==> src/rtl/decoder_seq_param.sv <==
// decoder_seq_param: registered SEL_W-to-2**SEL_W one-hot decoder with valid/ready commands and auto-scan.
// Define DEC_GRAY_IN_EN to treat in_sel as Gray code.
module decoder_seq_param #(
   parameter int SEL_W   = 3,
   parameter int DWELL_W = 8
) (
   input  logic                  sys_clk,
   input  logic                  sys_rst,
   input  logic                  in_valid,
   output logic                  in_ready,
   input  logic [SEL_W-1:0]      in_sel,
   input  logic [1:0]            in_mode,
   input  logic [DWELL_W-1:0]    in_dwell,
   output logic [2**SEL_W-1:0]   out_0,
   output logic                  out_valid,
   output logic                  busy
);
   localparam int OUT_W = 2**SEL_W;
   localparam logic [OUT_W-1:0] ONE = OUT_W'(1);
   typedef enum logic [1:0] {IDLE, HOLD, SCAN} state_t;
   state_t             state_q;
   logic [SEL_W-1:0]   sel_bin, pos_q, pos_d, lap_q;
   logic [DWELL_W-1:0] cnt_q, dwell_q;
   logic [OUT_W-1:0]   out_q;
   logic               down_q, valid_q, busy_q;
`ifdef DEC_GRAY_IN_EN
   always_comb begin
      sel_bin = '0;
      for (int i = 0; i < SEL_W; i++) sel_bin[i] = ^(in_sel >> i);
   end
`else
   assign sel_bin = in_sel;
`endif
   assign pos_d     = down_q ? pos_q - SEL_W'(1) : pos_q + SEL_W'(1);
   assign in_ready  = state_q != SCAN;
   assign out_0     = out_q;
   assign out_valid = valid_q;
   assign busy      = busy_q;
   always_ff @(posedge sys_clk) begin
      if (sys_rst) begin
         state_q <= IDLE;
         out_q   <= '0;
         valid_q <= 1'b0;
         busy_q  <= 1'b0;
         pos_q   <= '0;
         cnt_q   <= '0;
         lap_q   <= '0;
         dwell_q <= '0;
         down_q  <= 1'b0;
      end else if (state_q == SCAN) begin
         // lap_q counts positions already left; all-ones means the last position is showing
         if (cnt_q != dwell_q) cnt_q <= cnt_q + DWELL_W'(1);
         else if (&lap_q) begin
            state_q <= HOLD;
            busy_q  <= 1'b0;
            cnt_q   <= '0;
         end else begin
            cnt_q <= '0;
            lap_q <= lap_q + SEL_W'(1);
            pos_q <= pos_d;
            out_q <= ONE << pos_d;
         end
      end else if (in_valid) begin
         pos_q   <= sel_bin;
         cnt_q   <= '0;
         lap_q   <= '0;
         dwell_q <= in_dwell;
         down_q  <= in_mode == 2'b10;
         state_q <= in_mode == 2'b11 ? IDLE : in_mode == 2'b00 ? HOLD : SCAN;
         out_q   <= in_mode == 2'b11 ? '0 : ONE << sel_bin;
         valid_q <= in_mode != 2'b11;
         busy_q  <= in_mode[0] ^ in_mode[1];
      end
   end
endmodule

==> config.mk <==
export PLATFORM = sky130hd
export DESIGN_NAME = decoder_seq_param
export DESIGN_NICKNAME = d
export VERILOG_FILES = /design/src/rtl/decoder_seq_param.sv
export SDC_FILE = /design/constraint.sdc
export NUM_CORES = 1
export LEC_CHECK = 0
export ABC_CLOCK_PERIOD_IN_PS = 2000
export CORE_UTILIZATION = 30
export CTS_BUF_LIST = sky130_fd_sc_hd__clkbuf_4 sky130_fd_sc_hd__clkbuf_8
export DETAILED_ROUTE_END_ITERATION = 10
export PLACE_DENSITY = 0.5
export SYNTH_ARGS = -nofsm -noshare
export SYNTH_HDL_FRONTEND = slang
export SYNTH_SLANG_ARGS = --single-unit
==> constraint.sdc <==
create_clock -name sys_clk -period 2 [get_ports sys_clk]
set_input_delay 0.4 -clock sys_clk [delete_from_list [all_inputs] [get_ports sys_clk]]
set_output_delay 0.4 -clock sys_clk [all_outputs]
set_load 0.03 [all_outputs]
==> reports/metrics.csv <==
stage,metric,value,unit
placed_design,hpwlAfterDp,3.45,mm
yosys,synth_flop_cell,dfxtp_1,
setup_path,path_depth,7,
placed_design,detailed_place.area,2310,um^2
setup_path,crit_end,out_0[0],
sta,worstMarginPinSlew,0.464,ns
power_and_ir_drop,p_leak,0.904,nW
route,avgRoutedWirePerCell,14.0,um
yosys,synth_edf_count,0,
setup_path,cpMostUsedCell,nor3_1,
global_routing,antenna_found_initial,0,
clock_network,clk_latency,0.28,ns
yosys,syn_area_per_cell,8.23,um^2
setup_path,reg2reg_depth,7,
clock_network,cts_setup_buffers,0,
power_and_ir_drop,total_power,0.00178,W
setup_path,timing.rr.start,pos_q[0],
sta,period_share,0.930,
sta,max-slew-margin-rel,0.688,
clock_network,htree_levels,2,
cells_and_area,final.fill_count,606,
setup_path,reg2reg_slack,0.14,ns
setup_path,worstSetupStartpointType,flop,
yosys,synthDistinctLibCells,42,
cells_and_area,fin_nets,293,
route,ant_nets,0,
global_routing,grt_usage,0.165,
power_and_ir_drop,power_density,740,nW/um^2
cells_and_area,drive_gt1_frac,0.143,
power_and_ir_drop,ir_worst_vdd,0.000292,V
route,viasPerCell,5.03,
clock_network,cts_tree,built,
setup_path,slowest_stage,fa_1,
clock_network,clockBufferDepth,2,
route,drt_iter0_drc,100,
clock_network,ctsHoldBuffers,0,
setup_path,path_delay_family,XOR/XNOR gates,
sta,period_needed,1.86,ns
route,via_count,1714,
setup_path,worst-endpoint-arrival,2.03,ns
floorplan,die_h,80.6,um
cells_and_area,areaGrowthSynthToFinish,30.1,%
floorplan,placementRows,28,
route,routed_wl,4.77,mm
placed_design,gp_congestion,0.781,
yosys,ys_warn_count,0,
setup_path,crit_chain,inv_1 -> fa_1 -> xnor2_2 -> xor2_1 -> o32ai_1 -> nor3_1 -> nor3_1,
clock_network,clkSinkCount,34,
setup_path,cp.required,2.17,ns
setup_path,cp-end-kind,flop,
setup_path,critPathKind,flop to flop,
sta,finalMaxSlewViolations,0,
setup_path,slowest_delay,0.46,ns
route,drc_errors,0,
floorplan,die_area,6490,um^2
sta,rsz0062_at_grt,false,
clock_network,cts_buffers,5,
cells_and_area,fin_area,2410,um^2
sta,final-hold-violation-count,0,
clock_network,clk_pin_slew,0.07,ns
global_routing,grt_pass1_wl,8.08,mm
global_routing,grt-ovfl-total,0,
yosys,synthArstFlopShare,0,
floorplan,core-area,5920,um^2
run_status,status,"finished, final reports clean",
placed_design,portBuffers,26,
yosys,syn-num-nets,253,
route,firstDrtPassIters,5,
yosys,seq_area_frac_synth,0.368,
yosys,synth_area,1850,um^2
sta,skew,0.00462,ns
global_routing,grt_max_degree,20,
cells_and_area,fin_util,0.407,
floorplan,initial_core_util,0.313,
setup_path,crit_start,pos_q[0],
yosys,syn_inst,225,
setup_path,worst-path-max-fanout,4,
floorplan,ioPinCount,27,
setup_path,worst-path-buf-inv,1,
yosys,synth-seq-cells,34,
floorplan,die_w,80.6,um
cells_and_area,antenna_cells,0,
global_routing,grt_pass1_vias,1584,
setup_path,regToRegEndpoint,out_0[0],
sta,tns,0,ns
placed_design,pre_cts_ws,0.0542,ns
worst_hold_path,min_path_type,flop to flop,
flow_run,maxCapViolCount,0,
worst_hold_path,min-delay-start,dwell_q[3],
sta,timing.final.ws_setup,0.141,ns
clock_network,cts_root_buffer,clkbuf_8,
sta,finalSetupViolations,0,
sta,fmax,0.538,GHz
==> worst min path at each step <==
stage / depth (start not counted) / endpoint / slack, ns
2_1_floorplan: 2 / dwell_q[0] / 0.45
3_3_place_gp: 2 / dwell_q[4] / 0.46
3_5_place_dp: 2 / dwell_q[3] / 0.47
4_1_cts: 2 / dwell_q[3] / 0.47
6_report: 2 / dwell_q[3] / 0.47
5_1_grt: 2 / dwell_q[3] / 0.50
==> area by class of cell <==
type,instances,area (um^2),share of cell area
Clock inverter,1,5.00,0.00208
Inverter,8,30.0,0.0125
Multi-Input combinational cell,169,1080,0.449
Clock buffer,7,90.1,0.0374
Timing Repair Buffer,47,429,0.178
Tap cell,75,93.8,0.0389
Sequential cell,34,681,0.282
==> cell usage after synthesis, drive strengths merged, types with 4 or more instances <==
cell,n,area share
o22ai,6,0.020
nand4,5,0.020
nand2,32,0.065
dfxtp,34,0.37
ha,11,0.074
a31oi,4,0.014
a21oi,29,0.084
xnor2,11,0.052
o21ai,8,0.024
inv,8,0.016
nor3,18,0.049
nand3b,4,0.016
nand3,6,0.016
nor2,8,0.018
buf,8,0.024
clkbuf,6,0.012
==> metal layers <==
layer  vias to the layer above  track usage  wire (um)
li1                        881            -          -
met1                       795        0.245       2580
met2                        34        0.232       1940
met3                         4       0.0375        193
met4                         0       0.0482         53
met5                         -            0          0
==> cells by family (layout without fill, tap and decap cells) <==
logic type	Yosys count	count (layout)	synth area share
AND/OR/NAND/NOR	85	85	0.234
AO/OA/AOI/OAI	58	58	0.194
flip-flops	34	34	0.368
buffers and inverters	22	63	0.0527
XOR/XNOR	13	13	0.0615
adder cells (fa/ha/maj)	12	12	0.0851
multiplexers	1	1	0.00541
==> worst min-delay path: stages, from the launching register on <==
cell and delay, ns:
dfxtp_1 0.32, nand2_1 0.05, a21oi_1 0.05
==> timing repair <==
action,4_1_cts,5_1_grt
pin swaps,0,1
resized for setup,1,1
endpoints found under the setup margin,1,5
==> report_power, final <==
group	total, W	switching [W]	internal, W
Clock	0.000549	0.000258	0.000292
Sequential	0.000749	0.0000263	0.000723
Combinational	0.000486	0.000268	0.000217
Total	0.00178	0.000552	0.00123
==> placed cells by master (no fill, tap or decap), types with 2 or more instances in the layout <==
master and n:
nor3_1 18, a32o_1 2, nand3b_1 4, xnor2_1 10, or4_1 2, clkdlybuf4s50_1 25
clkbuf_8 6, o22ai_1 6, and3_1 2, dfxtp_1 34, nand2_1 32, nor2_1 7
buf_4 20, a31oi_1 4, o32ai_1 2, or3_1 2, nand3_1 6, o21ai_0 7
nand4_1 4, nand2b_1 2, o211ai_1 2, ha_1 11, xor2_1 2, inv_1 7
a21oi_1 28
==> through the flow <==
| stage | cells | hold WS [ns] |
|---|---|---|
| after floorplan | 225 | 0.449 |
| after global placement | 333 | 0.460 |
| after detailed placement | 333 | 0.465 |
| after CTS | 341 | 0.475 |
| after global routing | 341 | 0.498 |
| final | 341 | 0.470 |
==> registers in the layout, indices dropped and copies added, names as in the netlist <==
| register | cells |
|---|---|
| cnt_q | 8 |
| dwell_q | 8 |
| out_0 | 8 |
| lap_q | 3 |
| pos_q | 3 |
| busy | 1 |
| down_q | 1 |
| out_valid | 1 |
| state_q | 1 |
Power figures use the tool's default switching activity.
